## config.mk

```make
export PLATFORM = sky130hd
export DESIGN_NAME = sdes_iter_ctrl_flat
export DESIGN_NICKNAME = d
export VERILOG_FILES = /design/src/rtl/sdes_iter_ctrl_if.sv /design/src/rtl/sdes_iter_ctrl.sv /design/src/flat_wrapper.sv
export SDC_FILE = /design/constraint.sdc
export NUM_CORES = 1
export LEC_CHECK = 0
export BUFFER_PORTS_ARGS = -buffer_cell sky130_fd_sc_hd__buf_2
export CELL_PAD_IN_SITES_DETAIL_PLACEMENT = 0
export CELL_PAD_IN_SITES_GLOBAL_PLACEMENT = 1
export CORE_ASPECT_RATIO = 1.5
export CORE_MARGIN = 4
export CORE_UTILIZATION = 39
export DETAILED_ROUTE_END_ITERATION = 16
export GPL_ROUTABILITY_DRIVEN = 0
export PLACE_DENSITY = 0.82
export SYNTH_ARGS = -nofsm -noshare
export SYNTH_HDL_FRONTEND = slang
export SYNTH_SLANG_ARGS = --single-unit
```

## constraint.sdc

```tcl
create_clock -name clk -period 2.8 [get_ports clk]
set_input_delay 0.42 -clock clk [delete_from_list [all_inputs] [get_ports clk]]
set_output_delay 0.42 -clock clk [all_outputs]
set_load 0.1 [all_outputs]
```

## src/rtl/sdes_iter_ctrl_if.sv

```systemverilog
// sdes_iter_ctrl_if: request/completion bundle between a byte-stream requester and sdes_iter_ctrl
//   master (requester) drives start, mode, key[0:9], data_in[0:7]
//   slave (controller) drives ready, busy, done, data_out[0:7]
//   bit 0 is the MSB on every bus
interface sdes_iter_ctrl_if;
   logic       start;
   logic       mode;
   logic [0:9] key;
   logic [0:7] data_in;
   logic       ready;
   logic       busy;
   logic       done;
   logic [0:7] data_out;
   modport master (output start, mode, key, data_in, input ready, busy, done, data_out);
   modport slave (input start, mode, key, data_in, output ready, busy, done, data_out);
endinterface

```

## src/rtl/sdes_iter_ctrl.sv

```systemverilog
// sdes_iter_ctrl: iterative S-DES encrypt/decrypt controller sharing one fk across both rounds
//   clk, rst        : clock, synchronous active-high reset
//   io.start        : request, sampled only in IDLE together with mode/key/data_in
//   io.mode         : 0 = encrypt (K1 then K2), 1 = decrypt (K2 then K1)
//   io.key/data_in  : 10-bit key, 8-bit input block
//   io.ready/busy   : IDLE / not IDLE
//   io.done         : one-cycle pulse on the edge that updates io.data_out
module sdes_iter_ctrl #(
   parameter bit SKIP_KEYGEN = 1'b1
) (
   input logic             clk,
   input logic             rst,
   sdes_iter_ctrl_if.slave io
);
   typedef enum logic [2:0] {IDLE, KEY, R1, R2, OUT} state_t;
   // S-boxes indexed by {row, col}
   localparam logic [1:0] S0 [0:15] = '{2'd1, 2'd0, 2'd3, 2'd2, 2'd3, 2'd2, 2'd1, 2'd0,
                                        2'd0, 2'd2, 2'd1, 2'd3, 2'd3, 2'd1, 2'd3, 2'd2};
   localparam logic [1:0] S1 [0:15] = '{2'd0, 2'd1, 2'd2, 2'd3, 2'd2, 2'd0, 2'd1, 2'd3,
                                        2'd3, 2'd0, 2'd1, 2'd0, 2'd2, 2'd1, 2'd0, 2'd3};
   state_t     st;
   logic       mode_r, cache_valid, done_r;
   logic [0:9] key_r, cached_key, p;
   logic [0:7] data_r, k1, k2, rnd, dout_r, ip, fk_in, fk_sk, fk_out;

   function automatic logic [0:7] p8(input logic [0:9] s);
      return {s[5], s[2], s[6], s[3], s[7], s[4], s[9], s[8]};
   endfunction

   function automatic logic [0:7] ipinv(input logic [0:7] x);
      return {x[3], x[0], x[2], x[4], x[6], x[1], x[7], x[5]};
   endfunction

   function automatic logic [0:7] fk(input logic [0:7] d, input logic [0:7] sk);
      logic [0:7] x;
      logic [0:3] y;
      x = {d[7], d[4], d[5], d[6], d[5], d[6], d[7], d[4]} ^ sk;
      y = {S0[{x[0], x[3], x[1], x[2]}], S1[{x[4], x[7], x[5], x[6]}]};
      return {d[0:3] ^ {y[1], y[3], y[2], y[0]}, d[4:7]};
   endfunction

   assign p      = {key_r[2], key_r[4], key_r[1], key_r[6], key_r[3],
                    key_r[9], key_r[0], key_r[8], key_r[7], key_r[5]};
   assign ip     = {data_r[1], data_r[5], data_r[2], data_r[0], data_r[3], data_r[7], data_r[4], data_r[6]};
   // R1 takes IP(data); R2 takes SW(round); K1 goes to R1 in encrypt and to R2 in decrypt
   assign fk_in  = st == R1 ? ip : {rnd[4:7], rnd[0:3]};
   assign fk_sk  = ((st == R1) ^ mode_r) ? k1 : k2;
   assign fk_out = fk(fk_in, fk_sk);

   assign io.ready    = st == IDLE;
   assign io.busy     = st != IDLE;
   assign io.done     = done_r;
   assign io.data_out = dout_r;

   // data_out/done are loaded on the R2->OUT edge so done is high during OUT
   always_ff @(posedge clk)
      if (rst) begin
         st          <= IDLE;
         mode_r      <= 1'b0;
         key_r       <= '0;
         data_r      <= '0;
         k1          <= '0;
         k2          <= '0;
         cached_key  <= '0;
         cache_valid <= 1'b0;
         rnd         <= '0;
         dout_r      <= '0;
         done_r      <= 1'b0;
      end else begin
         done_r <= 1'b0;
         case (st)
            IDLE: if (io.start) begin
               mode_r <= io.mode;
               key_r  <= io.key;
               data_r <= io.data_in;
               st     <= (SKIP_KEYGEN && cache_valid && io.key == cached_key) ? R1 : KEY;
            end
            KEY: begin
               k1          <= p8({p[1:4], p[0], p[6:9], p[5]});
               k2          <= p8({p[3:4], p[0:2], p[8:9], p[5:7]});
               cached_key  <= key_r;
               cache_valid <= 1'b1;
               st          <= R1;
            end
            R1: begin
               rnd <= fk_out;
               st  <= R2;
            end
            R2: begin
               rnd    <= fk_out;
               dout_r <= ipinv(fk_out);
               done_r <= 1'b1;
               st     <= OUT;
            end
            default: st <= IDLE;
         endcase
      end
endmodule

```

## src/flat_wrapper.sv

```systemverilog
// flat-port wrapper written by rule: the top's interface ports become plain ports
module sdes_iter_ctrl_flat 
#(
   parameter bit SKIP_KEYGEN = 1'b1
)
  (clk, rst, io_start, io_mode, io_key, io_data_in, io_ready, io_busy, io_done, io_data_out);
  sdes_iter_ctrl_if io_i ();
  input logic clk;
  input logic rst;
  input wire logic [$bits(io_i.start)-1:0] io_start;
  input wire logic [$bits(io_i.mode)-1:0] io_mode;
  input wire logic [$bits(io_i.key)-1:0] io_key;
  input wire logic [$bits(io_i.data_in)-1:0] io_data_in;
  output wire logic [$bits(io_i.ready)-1:0] io_ready;
  output wire logic [$bits(io_i.busy)-1:0] io_busy;
  output wire logic [$bits(io_i.done)-1:0] io_done;
  output wire logic [$bits(io_i.data_out)-1:0] io_data_out;
  assign io_i.start = io_start;
  assign io_i.mode = io_mode;
  assign io_i.key = io_key;
  assign io_i.data_in = io_data_in;
  assign io_ready = io_i.ready;
  assign io_busy = io_i.busy;
  assign io_done = io_i.done;
  assign io_data_out = io_i.data_out;
  sdes_iter_ctrl #(.SKIP_KEYGEN(SKIP_KEYGEN)) u_core (.clk(clk), .rst(rst), .io(io_i));
endmodule
```

==> results of run 1 <==
## what timing repair did
action | CTS | global route
resized for setup | 0 | 2
hold buffers | 0 | 0
endpoints found under the setup margin | 0 | 2
## worst max-delay path: stages (launching register included)
cell	delay, ps
dfxtp_2	390
or4b_2	710
o221ai_1	190
o21ai_0	140
nand2_1	130
ha_1	130
inv_1	40
nor2_1	120
a31oi_2	70
or4_1	520
nand3_1	90
## sequential cells by signal (all words and copies together), names as in the netlist
| signal | flops |
|---|---|
| u_core.st | 3 |
| u_core.mode_r | 1 |
| u_core.key_r | 10 |
| u_core.io.done | 1 |
| u_core.cache_valid | 1 |
| u_core.rnd | 8 |
| u_core.data_r | 8 |
| u_core.k2 | 7 |
| u_core.k1 | 3 |
| u_core.io.data_out | 8 |
## synthesized netlist by cell type (3+ instances only)
cell type  instances
a211oi_1           5
nor3_1             5
o31a_1             3
o211ai_1           3
clkbuf_1          22
nor2b_1            4
o21ai_0            4
inv_1              5
a21oi_1           27
xnor2_1           20
mux2_2             3
o31ai_1            4
a22o_1             3
nand3b_1           6
xor2_1             8
dfxtp_1           50
buf_1              4
buf_2              3
nand3_1           11
nor2_1            30
nand2_1           59
mux2i_1           30
## through the flow
| stage | hold WS, ps | setup slack, ps |
|---|---|---|
| final | 342 | 209 |
| after global routing | 341 | 28.7 |
| after CTS | 340 | 188 |
| after detailed placement | 446 | 224 |
| after global placement | 440 | 279 |
| after floorplan | 436 | 66.0 |
## kinds of logic after synthesis
kind of cell    count (synthesis)  synth area share (%)
compound gates                 62                  14.7
xor+xnor                       28                  8.77
fa+ha+maj                       1                 0.447
buf+inv                        34                  4.70
flops                          50                  35.8
mux                            34                  12.8
simple gates                  135                  22.9
## worst max path at each step
stage	slack (ps)	to	cells after the start
detailed placement	220	u_core.io.data_out[2]	10
floorplan	70	u_core.rnd[2]	12
CTS	190	u_core.rnd[2]	10
global placement	280	u_core.rnd[2]	10
global route	30	u_core.rnd[2]	10
finish	210	u_core.rnd[2]	10
## power by group through the flow
stage	Sequential (uW)	Clock, uW	Combinational, uW
2_1_floorplan	812	0	380
3_3_place_gp	822	0	478
3_5_place_dp	824	0	483
4_1_cts	807	423	486
5_1_grt	815	454	544
6_report	807	411	487
## metal layers
layer  vias up  GRT usage (%)
li1       1227              -
met1      1112           18.6
met2        49           28.7
met3        12           2.43
met4         0           6.77
met5         -              0
## layout make-up
type | count | area share (%)
tap | 78 | 3.11
timing repair buffer | 44 | 7.98
clock buffer | 6 | 2.31
clock inverter | 1 | 0.239
multi-input combinational | 260 | 53.8
inverter | 5 | 0.599
sequential | 50 | 32.0
## layout by cell type, fill, tap and decap left out, drive strengths merged, types with 6 or more instances in the layout
| cell type | count |
|---|---|
| nand2 | 59 |
| nor2 | 30 |
| xnor2 | 20 |
| buf | 44 |
| xor2 | 8 |
| nand3 | 11 |
| a21oi | 27 |
| nand3b | 6 |
| dfxtp | 50 |
| mux2i | 30 |
| clkbuf | 6 |
==> flow_summary_export.csv, run 1 <==
group,metric,value,unit
run_status,outcome,"finished, final reports clean",
final_layout,final_core_util,45.2,%
yosys,synth_top_area_cell,"dfxtp_1",
die,ios,33,
final_layout,nets,389,
timing,setup_violations,0,
yosys,netlist_instances,344,
final_layout,area_growth,12.1,%
die,start_util,40.3,%
routing,dr.pass1.iters,4,
timing,maxSlewViolCount,0,
yosys,synth_area_per_cell,8.13,sq um
timing,finClkSkew,4.88,ps
setup_path,cp.required,3050,ps
yosys,synth-seq-area-share,35.8,%
placed_design,hpwl,5020,microns
timing,final-hold-violation-count,0,
clocking,cts_buffer_depth,2,
setup_path,r2r_slack,210,ps
die,coreArea,6940,sq um
pwr,leakagePower,0.00119,uW
placed_design,place_area,3050,sq um
global_route,grt_pass1_vias,2243,
timing,rsz0062_at_grt,"no",
timing,timing.final.crit_share,92.6,%
yosys,synth-async-reset-ratio,0,%
global_route,grt_first_pass_wirelength,11200,microns
routing,finalWirelength,6600,microns
setup_path,r2r-end,"u_core.rnd[2]",
clocking,cts_tree,"built",
setup_path,path_class,"flop to flop",
pwr,power_switching,583,uW
flow_run,max_cap_violations,0,
die,die_w,77.1,microns
clocking,clock-root-buffer,"clkbuf_8",
placed_design,dp_cells,437,
clocking,cts_max_level,2,
yosys,synth-edff-count,0,
pwr,peakVddDrop,266,uV
pwr,power.total,1700,uW
final_layout,finalNonFillerCells,444,
global_route,gr-total-overflow,0,
global_route,grt_max_degree,28,
clocking,clkSinkCount,50,
yosys,synth.distinct_cells,50,
setup_path,crit_path_end_kind,"flop",
clocking,cts_buffers,5,
yosys,netlist_area,2800,sq um
global_route,antenna_found_initial,0,
setup_path,crit_start,"u_core.st[0]",
routing,drt-wirelength-per-cell,14.9,microns
routing,drt.antenna.violating_nets,0,
min_path,min_from,"io_data_in[0]",
pwr,clkPwrFrac,24.1,%
pwr,p_sw_share,34.2,%
yosys,synth_ff_type,"dfxtp_1",
routing,wl_met2,3410,microns
yosys,synth_top_cells_by_area,"dfxtp_1 36%, mux2i_1 11%, nand2_1 7.9%",
placed_design,numPortBuffers,32,
timing,slew_headroom,55.3,%
pwr,power.density,544,nW/um^2
pwr,pwr-share-comb,28.6,%
clocking,clock_latency,300,ps
die,rows,37,
die,dieArea,8620,sq um
min_path,worstHoldPathCells,3,
setup_path,path_max_fanout,9,
routing,vias,2400,
routing,wl_met1,2760,microns
yosys,synth_top_area_share,35.8,%
die,die_h,112,microns
routing,wl_met3,282,microns
min_path,hold_path.class,"input pin to flop",
routing,drt_iter0_drc,75,
final_layout,seq_area,1000,sq um
setup_path,arrival,2840,ps
routing,route.detailed.drc,0,
setup_path,r2r_cells,10,
final_layout,drive_above_1_share,16.7,%
setup_path,r2r-start,"u_core.st[0]",
final_layout,n_antenna_cell,0,
min_path,min_to,"u_core.data_r[7]",
timing,worst_slew_pin_slew,669,ps
clocking,post-cts-setup-buffer-count,0,
timing,fmax,0.386,GHz
setup_path,cp-start-kind,"flop",
routing,viasPerCell,5.41,
timing,period_needed,2590,ps
clocking,clkTransAtPathRegs,90,ps
final_layout,multiInputGateArea,1690,sq um
routing,dr.max_layer_used,"met4",
pwr,p_int,1120,uW
pwr,pwr-share-seq,47.3,%
yosys,ys_ff_latch,50,
yosys,yosys_warnings,0,
yosys,syn_nets,367,
global_route,grt.total_usage,16.0,%
timing,final.setup.tns,0,ps
final_layout,finalInstanceArea,3140,sq um
final_layout,fillCellCount,698,
No activity file was read; power rests on OpenSTA's default activity.
==> run 2, diff against run 1 <==
--- a/config.mk
+++ b/config.mk
@@ -5,15 +5,17 @@
 export SDC_FILE = /design/constraint.sdc
 export NUM_CORES = 1
 export LEC_CHECK = 0
+export ABC_AREA = 1
 export BUFFER_PORTS_ARGS = -buffer_cell sky130_fd_sc_hd__buf_2
 export CELL_PAD_IN_SITES_DETAIL_PLACEMENT = 0
 export CELL_PAD_IN_SITES_GLOBAL_PLACEMENT = 1
 export CORE_ASPECT_RATIO = 1.5
 export CORE_MARGIN = 4
-export CORE_UTILIZATION = 39
+export CORE_UTILIZATION = 44
 export DETAILED_ROUTE_END_ITERATION = 16
 export GPL_ROUTABILITY_DRIVEN = 0
-export PLACE_DENSITY = 0.82
+export PLACE_DENSITY = 0.91
+export SLEW_MARGIN = 15
 export SYNTH_ARGS = -nofsm -noshare
 export SYNTH_HDL_FRONTEND = slang
 export SYNTH_SLANG_ARGS = --single-unit
==> constraint.sdc (replaced) <==
create_clock -name clk -period 3.3 [get_ports clk]
set_input_delay 0.495 -clock clk [delete_from_list [all_inputs] [get_ports clk]]
set_output_delay 0.495 -clock clk [all_outputs]
set_load 0.1 [all_outputs]
==> run 2 against run 1 <==
Clock power rose by 12%. Sequential cell count did not move. Core utilization rose by 4.8 points. Synthesized cell count rose by 11%. Cell count rose by 7.2%. Largest cell class unchanged. Critical endpoint is now io_ready. Wire length fell by 2.9%.
==> flow_summary_export.csv, run 2 <==
group,metric,value,unit
min_path,hold_path.class,"flop to flop",
timing,period_needed,2260,ps
setup_path,path_class,"flop to output port",
flow_run,max_cap_violations,0,
final_layout,regMostFlops,"u_core.key_r",
placed_design,hpwl,5040,microns
setup_path,path_max_fanout,13,
yosys,synth-seq-area-share,38.5,%
routing,drt.antenna.violating_nets,0,
die,coreArea,5790,sq um
timing,setup_violations,0,
setup_path,max_stage_delay,500,ps
final_layout,nets,426,
setup_path,cp.required,2800,ps
yosys,synth_top_area_cell,"dfxtp_1",
pwr,power.total,1840,uW
timing,worst_slew_pin_slew,970,ps
setup_path,crit_path_end_kind,"output port",
routing,dr.pass1.iters,4,
global_route,grt.total_usage,18.5,%
setup_path,crit_buf_inv,2,
clocking,cts_buffers,5,
routing,route.detailed.drc,0,
routing,finalWirelength,6410,microns
yosys,synth_top_area_share,38.5,%
yosys,synth.most_common_cell,"nand2_1",
timing,slew_headroom,35.1,%
yosys,synth_top_cells_by_area,"dfxtp_1 39%, nand2_1 13%, nand3_1 10%",
yosys,synth-edff-count,0,
placed_design,numPortBuffers,32,
setup_path,critical_path.slowest_cell,"buf_2",
pwr,power.density,638,nW/um^2
clocking,clock_latency,310,ps
clocking,post_cts_resized,0,
run_status,outcome,"finished, final reports clean",
global_route,grt_first_pass_wirelength,10700,microns
yosys,synth.distinct_cells,28,
clocking,clkTransAtPathRegs,90,ps
clocking,cts_buffer_depth,2,
die,die_w,70.8,microns
clocking,postCtsHoldBufs,0,
global_route,gr-total-overflow,0,
final_layout,final_cell_mix,"90 x nand2_1, 53 x nand3_1, 50 x dfxtp_1, 44 x inv_1, 39 x a21oi_1",
placed_design,dp_cells,468,
setup_path,cp-start-kind,"flop",
pwr,peakVddDrop,482,uV
yosys,ys_ff_latch,50,
yosys,netlist_area,2600,sq um
yosys,netlist_instances,381,
final_layout,largest_register_ffs,10,
clocking,post-cts-setup-buffer-count,0,
routing,vias,2473,
clocking,clock-root-buffer,"clkbuf_8",
die,start_util,44.9,%
global_route,grt_pass1_vias,2289,
timing,maxSlewViolCount,0,
yosys,synth_area_per_cell,6.82,sq um
final_layout,drive_above_1_share,14.6,%
final_layout,fillCellCount,628,
global_route,grt_max_degree,30,
die,ios,33,
yosys,synthTopCellsByCount,"90 x nand2_1, 53 x nand3_1, 50 x dfxtp_1, 44 x inv_1, 39 x a21oi_1",
clocking,cts_tree,"built",
clocking,cts_max_level,2,
timing,rsz0062_at_grt,"no",
final_layout,n_antenna_cell,0,
global_route,antenna_found_initial,0,
pwr,leakagePower,0.00133,uW
routing,viasPerCell,5.20,
routing,drt-wirelength-per-cell,13.5,microns
setup_path,crit_path_cell_trace,"nor2_1, nand2_1, inv_1, buf_2",
setup_path,crit_family,"buffers and inverters",
timing,finClkSkew,11.4,ps
routing,drt_iter0_drc,110,
clocking,clkSinkCount,50,
yosys,synth_ff_type,"dfxtp_1",
yosys,yosys_warnings,0,
setup_path,arrival,1770,ps
final_layout,finalNonFillerCells,476,
timing,final-hold-violation-count,0,
timing,fmax,0.442,GHz
final_layout,area_growth,11.2,%
final_layout,final_core_util,49.9,%
yosys,synth-async-reset-ratio,0,%
timing,final.setup.tns,0,ps
final_layout,final_common_cell,"nand2_1",
yosys,syn_nets,404,
die,rows,34,
die,dieArea,7230,sq um
timing,timing.final.crit_share,68.6,%
die,die_h,102,microns
[run 2: cell types whose count changed in the layout (fill, tap and decap cells not counted), sizes merged, moves of 5 or more]
| cell | delta |
|---|---|
| nand2 | +40 |
| a21oi | +12 |
| mux2i | -30 |
| o21ai | +35 |
| nand3 | +45 |
| inv | +42 |
| a211oi | -5 |
| buf | -12 |
| xnor2 | -20 |
| nor2 | -17 |
[run 2: power by group]
part	switching [uW]	internal, uW
Sequential	45.1	672
Clock	210	250
Combinational	474	193
[run 2: routing by layer]
layer / vias up / routed length (microns) / track usage, %
met1: 1117 / 2620 / 20.9
met4: 0 / 143 / 6.51
met5: - / 0 / 0
met3: 14 / 218 / 2.66
met2: 53 / 3430 / 34.8
li1: 1289 / - / -
[run 2: area by class of cell]
class                      instances  area (sq um)  share of cell area, %
clock inverter                     2          38.8                   1.34
multi-input combinational        267          1340                   46.3
tap                               72          90.1                   3.12
clock buffer                       6          82.6                   2.86
sequential                        50          1000                   34.6
timing repair buffer              32           160                   5.54
inverter                          47           178                   6.15
[run 2: through the flow]
stage	cell area [sq um]	hold WS, ps	setup WS (ps)
finish	2890	457	1040
global placement	2770	435	1180
global route	2890	480	891
detailed placement	2770	445	1130
CTS	2890	458	1030
floorplan	2600	425	389
[run 2: path summary, 6_finish.rpt]
| check | start | end | slack, ps | cells after the start |
|---|---|---|---|---|
| hold reg to reg | u_core.cache_valid | u_core.cache_valid | 460 | 2 |
| setup reg to reg | u_core.st[1] | u_core.io.data_out[2] | 1120 | 12 |
| setup / recovery | u_core.st[1] | io_ready | 1040 | 4 |
| hold / removal | u_core.cache_valid | u_core.cache_valid | 460 | 2 |
[run 2: logic make-up after synthesis]
family	count (synthesis)	share of synthesized area, %
AOI/OAI and AO/OA	86	17.8
DFF	50	38.5
buffers and inverters	64	9.97
and+or+nand+nor	175	31.5
adders and majority gates	1	0.481
xor gates and xnor gates	5	1.69
[run 2: worst register-to-register path: stages (launching register included)]
cell and delay, ps:
dfxtp_1 480, nand3_4 290, o21ai_2 320, inv_1 130
nand2_1 100, nand2_1 70, ha_1 290, nand2_1 90
nand2_1 60, nand2_1 70, nand3_1 70, nand2_1 100
inv_1 40
